$ cat src/rtl/detector_coincidence_counter_if.sv
// Result stream between the coincidence counter and its consumer.
//   tdata  : 64-bit result word {gate_idx, cnt_ab, cnt_b, cnt_a}
//   tvalid : result word valid
//   tready : consumer ready
interface detector_coincidence_counter_if;
    logic [63:0] tdata;
    logic        tvalid;
    logic        tready;

    modport master (output tdata, output tvalid, input tready);
    modport slave  (input tdata, input tvalid, output tready);
endinterface

$ cat src/rtl/detector_coincidence_counter.sv
// Gated rate and coincidence counter. Counts rising edges on two detector
// channels and their coincidences over a programmable gate of N+1 cycles and
// emits one result word per gate on a single-entry stream register. Words
// that find the register occupied are dropped and counted.
//   aclk, aresetn : clock, asynchronous active-low reset
//   test          : channel levels, bit 0 = A, bit 1 = B
//   cfg           : {run, N}; gate length is N+1 cycles
//   m_axis        : result stream (master side)
//   sts           : dropped-word count, saturating
module detector_coincidence_counter #(
    parameter int unsigned GATE_WIDTH = 32
) (
    input  logic                             aclk,
    input  logic                             aresetn,
    input  logic [1:0]                       test,
    input  logic [GATE_WIDTH:0]              cfg,
    detector_coincidence_counter_if.master   m_axis,
    output logic [15:0]                      sts
);

    localparam int unsigned CNT_W  = 16;
    localparam int unsigned WORD_W = 64;

    typedef enum logic {
        IDLE  = 1'b0,
        COUNT = 1'b1
    } state_e;

    state_e                  state_q, state_d;
    logic [1:0]              test_q;
    logic [GATE_WIDTH-1:0]   gate_cntr_q, gate_cntr_d;
    logic [CNT_W-1:0]        cnt_a_q, cnt_a_d;
    logic [CNT_W-1:0]        cnt_b_q, cnt_b_d;
    logic [CNT_W-1:0]        cnt_ab_q, cnt_ab_d;
    logic [CNT_W-1:0]        gate_idx_q, gate_idx_d;
    logic [WORD_W-1:0]       tdata_q, tdata_d;
    logic                    tvalid_q, tvalid_d;
    logic [CNT_W-1:0]        sts_q, sts_d;

    logic                    run;
    logic [GATE_WIDTH-1:0]   gate_n;
    logic                    rise_a, rise_b, rise_ab;
    logic [CNT_W-1:0]        cnt_a_nxt, cnt_b_nxt, cnt_ab_nxt;
    logic                    gate_end;
    logic                    handshake;

    // Saturating increment; counters stick at all-ones instead of wrapping.
    function automatic logic [CNT_W-1:0] sat_inc(input logic [CNT_W-1:0] v, input logic en);
        return (en && (v != {CNT_W{1'b1}})) ? v + CNT_W'(1) : v;
    endfunction

    assign run    = cfg[GATE_WIDTH];
    assign gate_n = cfg[GATE_WIDTH-1:0];

    // Edge detection against the previous-cycle levels.
    assign rise_a  = test[0] & ~test_q[0];
    assign rise_b  = test[1] & ~test_q[1];
    assign rise_ab = (test[0] & test[1]) & ~(test_q[0] & test_q[1]);

    // Counter values including this cycle's rises; also the result payload at gate end.
    assign cnt_a_nxt  = sat_inc(cnt_a_q,  rise_a);
    assign cnt_b_nxt  = sat_inc(cnt_b_q,  rise_b);
    assign cnt_ab_nxt = sat_inc(cnt_ab_q, rise_ab);

    // Run low wins over gate end: a gate interrupted on its last cycle yields no word.
    assign gate_end  = (state_q == COUNT) && run && (gate_cntr_q == gate_n);
    assign handshake = tvalid_q & m_axis.tready;

    // Next-state logic for gate control, counters and output register.
    always_comb begin
        state_d     = state_q;
        gate_cntr_d = gate_cntr_q;
        cnt_a_d     = cnt_a_q;
        cnt_b_d     = cnt_b_q;
        cnt_ab_d    = cnt_ab_q;
        gate_idx_d  = gate_idx_q;
        tdata_d     = tdata_q;
        tvalid_d    = tvalid_q;
        sts_d       = sts_q;

        if (state_q == IDLE) begin
            gate_cntr_d = '0;
            cnt_a_d     = '0;
            cnt_b_d     = '0;
            cnt_ab_d    = '0;
            if (run) begin
                state_d    = COUNT;
                gate_idx_d = '0;
            end
        end else if (!run) begin
            // Partial gate is discarded silently.
            state_d     = IDLE;
            gate_cntr_d = '0;
            cnt_a_d     = '0;
            cnt_b_d     = '0;
            cnt_ab_d    = '0;
        end else if (gate_end) begin
            gate_cntr_d = '0;
            cnt_a_d     = '0;
            cnt_b_d     = '0;
            cnt_ab_d    = '0;
            gate_idx_d  = gate_idx_q + CNT_W'(1);
        end else begin
            gate_cntr_d = gate_cntr_q + GATE_WIDTH'(1);
            cnt_a_d     = cnt_a_nxt;
            cnt_b_d     = cnt_b_nxt;
            cnt_ab_d    = cnt_ab_nxt;
        end

        // Single-entry output: load if free or emptying this cycle, else drop.
        if (gate_end) begin
            if (!tvalid_q || handshake) begin
                tdata_d  = {gate_idx_q, cnt_ab_nxt, cnt_b_nxt, cnt_a_nxt};
                tvalid_d = 1'b1;
            end else begin
                sts_d = sat_inc(sts_q, 1'b1);
            end
        end else if (handshake) begin
            tvalid_d = 1'b0;
        end
    end

    // State and data registers.
    always_ff @(posedge aclk or negedge aresetn) begin
        if (!aresetn) begin
            state_q     <= IDLE;
            test_q      <= '0;
            gate_cntr_q <= '0;
            cnt_a_q     <= '0;
            cnt_b_q     <= '0;
            cnt_ab_q    <= '0;
            gate_idx_q  <= '0;
            tdata_q     <= '0;
            tvalid_q    <= 1'b0;
            sts_q       <= '0;
        end else begin
            state_q     <= state_d;
            test_q      <= test;
            gate_cntr_q <= gate_cntr_d;
            cnt_a_q     <= cnt_a_d;
            cnt_b_q     <= cnt_b_d;
            cnt_ab_q    <= cnt_ab_d;
            gate_idx_q  <= gate_idx_d;
            tdata_q     <= tdata_d;
            tvalid_q    <= tvalid_d;
            sts_q       <= sts_d;
        end
    end

    assign m_axis.tdata  = tdata_q;
    assign m_axis.tvalid = tvalid_q;
    assign sts           = sts_q;

endmodule

$ cat src/flat_wrapper.sv
// flat-port wrapper written by rule: the top's interface ports become plain ports
module detector_coincidence_counter_flat 
#(
    parameter int unsigned GATE_WIDTH = 32
)
  (aclk, aresetn, test, cfg, sts, m_axis_tdata, m_axis_tvalid, m_axis_tready);
  detector_coincidence_counter_if m_axis_i ();
  input  logic aclk;
  input  logic aresetn;
  input  logic [1:0] test;
  input  logic [GATE_WIDTH:0] cfg;
  output logic [15:0] sts;
  output wire logic [$bits(m_axis_i.tdata)-1:0] m_axis_tdata;
  output wire logic [$bits(m_axis_i.tvalid)-1:0] m_axis_tvalid;
  input wire logic [$bits(m_axis_i.tready)-1:0] m_axis_tready;
  assign m_axis_tdata = m_axis_i.tdata;
  assign m_axis_tvalid = m_axis_i.tvalid;
  assign m_axis_i.tready = m_axis_tready;
  detector_coincidence_counter #(.GATE_WIDTH(GATE_WIDTH)) u_core (.aclk(aclk), .aresetn(aresetn), .test(test), .cfg(cfg), .m_axis(m_axis_i), .sts(sts));
endmodule
$ cat config.mk
export PLATFORM = sky130hd
export DESIGN_NAME = detector_coincidence_counter_flat
export DESIGN_NICKNAME = d
export VERILOG_FILES = /design/src/rtl/detector_coincidence_counter_if.sv /design/src/rtl/detector_coincidence_counter.sv /design/src/flat_wrapper.sv
export SDC_FILE = /design/constraint.sdc
export NUM_CORES = 1
export LEC_CHECK = 0
export CORE_AREA = 2 2 172 174
export CTS_CLUSTER_SIZE = 12
export DETAILED_ROUTE_END_ITERATION = 16
export DIE_AREA = 0 0 174 176
export PLACE_DENSITY = 0.52
export SLEW_MARGIN = 20
export SYNTH_ARGS = -nofsm -noshare
export SYNTH_HDL_FRONTEND = slang
export SYNTH_SLANG_ARGS = --single-unit
export TNS_END_PERCENT = 20
$ cat constraint.sdc
create_clock -name aclk -period 2.55 [get_ports aclk]
set_input_delay 0.3825 -clock aclk [delete_from_list [all_inputs] [get_ports aclk]]
set_output_delay 0.3825 -clock aclk [all_outputs]
set_load 0.02 [all_outputs]
======== After elaboration in Yosys (flattened, before gate mapping) ========
Cells that the tools add are included.
Widths: inputs -> output; s select.
word-level totals
  output and inout port bits .............. 81
  bits in registers ....................... 180
  logic and storage cells ................. 68
  input bits .............................. 38
operators by class
  $add $sub $neg .......................... 6
  equal/unequal tests ..................... 7
  mux-type cells .......................... 23
  reductions and logical operators ........ 12
  bitwise logic cells ..................... 10
operators by type and width
  operator               number
  $mux 16                16
  $mux 32                3
  $add 16x1->16 const B  5
  $ne 16x16->1 const B   4
  $add 32x1->32 const B  1
  $eq 32x32->1           1
  $and 1x1->1            6
  $reduce_and 2->1       3
  $logic_and 1x1->1      5
  $mux 1                 4
  $ne 2x2->1 const B     2
  $not 1->1              4
  $reduce_and 3->1       1
  $reduce_bool 2->1      1
  $logic_not 1->1        1
  $logic_or 1x1->1       1

======== Logic depth before layout (Yosys ltp) ========
  depth in word-level cells ............... 8
  mapped depth ............................ 9
  mapped depth without buffers ............ 7

======== Worst setup path after synthesis ========
OpenSTA, ideal clock, no wires.
  path kind ............................... reg2reg
  start point ............................. register u_core.gate_cntr_q[11]
  end point ............................... register u_core.sts_q[1] (netlist: u_core.sts[1])
  required time ........................... 2.425 ns
  path buffers ............................ 1
  data arrival time ....................... 2.129 ns
  slack ................................... 0.296 ns
  setup time .............................. 0.125 ns
  clock period less this slack ............ 2.254 ns
  cell stages (with the launch flop) ...... 8
  cells stage by stage .................... dfrtp_1 > buf_6 > xnor2_2 > nand4_1 > nor4_4 > nand2_2 > or4_4 > mux2_4
on the way
  cells in the longest elaborated chain, start to end .. 3
RTL lines
  what                        line                                 text
  start: declaration          detector_coincidence_counter.sv:31   logic [GATE_WIDTH-1:0] gate_cntr_q, gate_cntr_d;
  start signal: assignment    detector_coincidence_counter.sv:139  gate_cntr_q <= gate_cntr_d;
  $eq 32x32->1                detector_coincidence_counter.sv:66   assign gate_end = (state_q == COUNT) && run && (gate_cntr_q == gate_n);
  $logic_and 1x1->1           detector_coincidence_counter.sv:66
  $reduce_and 3->1 (no line)  --
  end signal: assignment      detector_coincidence_counter.sv:146  sts_q <= sts_d;
  end: declaration            detector_coincidence_counter.sv:38   logic [CNT_W-1:0] sts_q, sts_d;
No other way between the ends.
A chain may end at the register's enable or synchronous reset.

======== Final worst setup path ========
  start point ............................. register u_core.gate_cntr_q[15]
  end point ............................... register u_core.gate_idx_q[15]
on the way
  cells in the longest elaborated chain, start to end .. 4
RTL lines
  what                        line                                 text
  $eq 32x32->1                detector_coincidence_counter.sv:66
  $logic_and 1x1->1           detector_coincidence_counter.sv:66
  $ne 2x2->1 (no line)        --
  $reduce_and 2->1 (no line)  --
  end signal: assignment      detector_coincidence_counter.sv:143  gate_idx_q <= gate_idx_d;
  end: declaration            detector_coincidence_counter.sv:35   logic [CNT_W-1:0] gate_idx_q, gate_idx_d;
No other way between the ends.

==> results by group <==
Synthesis
  • EDFF count, synth: 0
  • Dominant combinational cell family by area after synthesis: simple AND/OR/NAND/NOR gates
  • Compound-Gate Fraction of Synth Area: 6.03%
  • Largest area contributor in the netlist: dfrtp_1
  • Sequential fraction of the synthesis area: ~53%
  • Post-synth top area share: 53.1%
  • Largest cells by area after synthesis: dfrtp_1, xnor2_1, nor2_1
  • Most used DFF post-synth: dfrtp_1
  • Post-synthesis mux area share: 3.01%
  • Async SR Flop Fraction: 100%
  • YS warnings: 0
  • Post-Synthesis Cells: 847
  • Post-synthesis register bit count: between 150 and 200
  • Synthesized area: 8480 µm²
  • Synth Area in Simple Gates: 22.0%
  • XOR/XNOR Fraction of Synth Area: 12.6%
  • Synth cell types: 54
  • Syn avg cell area: 10.0 µm²
  • Mapped Nets: 891
  • Adder-cell share of the synthesized area: 0.885%

Detailed routing
  • Drt total wl: 20,400 µm
  • Final ANT Viol Nets: 0
  • Post-route DRC: 0
  • DRT Pass-1 Iters: 4
  • Routed vias/inst: about 4.6
  • Vias: 6,417
  • Initial DRC Count: 346
  • DR WL/cell: 14.6 µm

STA
  • Final Max Tran Viols: 0
  • RSZ-0062 raised after global routing: false
  • Tmin final: 2.39 ns
  • Final setup viols: 0
  • Final WS setup: between 0.15 and 0.2 ns
  • Period utilisation layout: 93.8%
  • Worst slew margin: between 50 and 60%
  • Hold WS: 0.497 ns
  • Least-Margin Pin Slew: approximately 0.63 ns
  • Worst Skew: 0.0182 ns
  • Final Hold Viols: 0
  • F_max: 418 MHz

Clock tree
  • TritonCTS clock tree: done
  • Total CTS buffers: 17
  • Clk root buf: clkbuf_16
  • H-tree Lvls: 4
  • Clock Path Buffers: 2
  • Clock-pin slew on the worst setup and hold paths: roughly 0.090 ns
  • Total setup buffers inserted after CTS: 0
  • Worst-Skew Late Latency: 0.43 ns
  • Clock Sinks: 180

Cells and area
  • Layout Nets: about 1,000
  • Finished Cell Area: 11,000 µm²
  • Fillers: around 2,900
  • Final non-filler cell total: 1,394
  • Fin util: 38.6%
  • Proportion of layout cells with a drive suffix above 1: between 10% and 20%
  • Commonest cells after routing, fill and taps aside: dfrtp_1, nor2_1, clkdlybuf4s50_1, xnor2_1, nand2_1
  • Area growth, synth to finish: 30.0%
  • Leading cell type in the layout, fill and taps excluded: dfrtp_1
  • Diode count: 0

Die
  • Floorplan core area: between 20,000 and 30,000 µm²
  • Die Y: around 180 µm
  • Die footprint: 30,600 µm²
  • IO Count: 119
  • Std cell rows: 62
  • Die Width: between 150 and 200 µm
  • Initial core utilization: 29.7%

Power and ir drop
  • Sw Share: 25.9%
  • NetSw: 0.00151 W
  • Logic pwr share: 4.5%
  • Cell internal pwr: 0.00431 W
  • Max IR drop VDD: between 400 and 500 µV
  • P_leak: 4.56 nW
  • Seq pwr share: 49.6%
  • Clock power share: 45.8%
  • PD cells: about 530 nW/µm²

Worst setup path
  • Worst EP arrival: roughly 2.8 ns
  • Critical-path cell list: xnor2_1 > nand4_1 > nor4_4 > buf_4 > nand2_1 > buf_4 > or4_1 > nand3_1
  • Slowest cell on the critical path: or4_1
  • Req. time, crit path: 2.92 ns
  • CP max FO: 11
  • Setup crit end kind: register
  • Startpoint types: register
  • CP most frequent cell: buf_4
  • Critical path's top delay family: simple AND/OR/NAND/NOR gates
  • Largest stage delay, worst path: 0.47 ns
  • Crit path buf inv count: 2
  • Crit Path Category: reg -> reg

Placement
  • IO buf count: 118
  • Hpwl dp: 14,600 µm
  • Worst slack, placed: -0.233 ns
  • Dpl cells: 1,361
  • GP Congestion: 0.768
  • Placed instance area: 10,400 µm²

Global route
  • GR Util met3: 2.99%
  • Vias in the first global route: 6,515
  • Largest net degree at the start of global routing: 66
  • Global Route Usage Sum: 13.9%
  • Met2 Use GR: 21.7%
  • First-pass GRT wire length: 34,200 µm
  • Met1 Use GR: 19.7%
  • GRT Max-Usage Layer: met2
  • Total gr overflow: 0
  • Initial antenna violation count: 0

Job
  • Max-cap violations: 0

Worst hold path
  • Class of the worst hold path: in -> reg

Status
  • Outcome: completed
## routing by layer
layer  share of wire, %  wire [µm]  vias up
li1                   -          -     3215
met1                 50      10100     3057
met2                 45       9210      130
met3                4.4        894       15
met4               0.99        201        0
met5                  0          0        -
## power by group through the flow
stage	clock network, W	registers, W	logic [W]
after CTS	0.00276	0.00289	0.000276
final	0.00267	0.00289	0.000264
after global placement	0	0.00294	0.000273
after floorplan	0	0.00294	0.0000910
after global routing	0.00286	0.00289	0.000298
after detailed placement	0	0.00294	0.000273
## path summary, 6_finish.rpt
check | start | endpoint | slack (ns) | depth (start not counted)
worst max-delay path | u_core.gate_cntr_q[15] | u_core.gate_idx_q[15] | 0.16 | 8
worst min-delay path | test[1] | u_core.test_q[1] | 0.50 | 1
worst max register to register | u_core.gate_cntr_q[15] | u_core.gate_idx_q[15] | 0.16 | 8
worst min register to register | u_core.sts[13] | u_core.sts[13] | 0.50 | 1
max in group asynchronous | aresetn | u_core.gate_cntr_q[4] | 1.27 | 3
min in group asynchronous | aresetn | u_core.cnt_b_q[0] | 0.53 | 2
## kinds of logic after synthesis
kind of cell             Yosys count
buffers and inverters             47
AND/OR/NAND/NOR                  389
adder cells (fa/ha/maj)            6
flip-flops                       180
multiplexers                      23
AO/OA/AOI/OAI                     81
XOR/XNOR                         121
## cell usage after synthesis, drive strengths merged (7+ instances only)
| library cell | number |
|---|---|
| dfrtp | 180 |
| nor2 | 163 |
| xnor2 | 78 |
| nand2 | 69 |
| a21oi | 49 |
| xor2 | 43 |
| nand3 | 42 |
| nand4 | 37 |
| mux2 | 17 |
| buf | 16 |
| and4 | 15 |
| clkbuf | 15 |
| inv | 15 |
| nor3 | 13 |
| nor4 | 13 |
| and3 | 12 |
| o211ai | 7 |
## per-stage QoR
stage          power (W)  setup TNS (ns)
2_1_floorplan    0.00303               0
3_3_place_gp     0.00322          -23.45
3_5_place_dp     0.00322          -28.86
4_1_cts          0.00592               0
5_1_grt          0.00605               0
6_report         0.00582               0
## sequential cells by signal (all words and copies together), names as in the netlist
name,flops
u_core.cnt_ab_q,16
u_core.state_q,1
u_core.gate_cntr_q,32
u_core.m_axis.tvalid,1
u_core.test_q,2
u_core.gate_idx_q,16
u_core.sts,16
u_core.cnt_a_q,16
u_core.m_axis.tdata,64
u_core.cnt_b_q,16
## area by class of cell
type / instances / area [µm²] / share of cell area, %
clock inverter: 15 / 170 / 1.54
timing repair buffer: 162 / 1610 / 14.6
inverter: 16 / 60.1 / 0.545
multi-input combinational: 620 / 3780 / 34.3
sequential: 180 / 4500 / 40.9
tap: 384 / 480 / 4.36
clock buffer: 17 / 425 / 3.86
## what timing repair did
| action | in CTS | in global routing |
|---|---|---|
| setup endpoints to repair | 0 | 1 |
| hold endpoints to repair | 60 | 0 |
| hold buffers | 1 | 0 |
| resized for setup | 0 | 1 |
No activity file was read; power rests on OpenSTA's default activity.
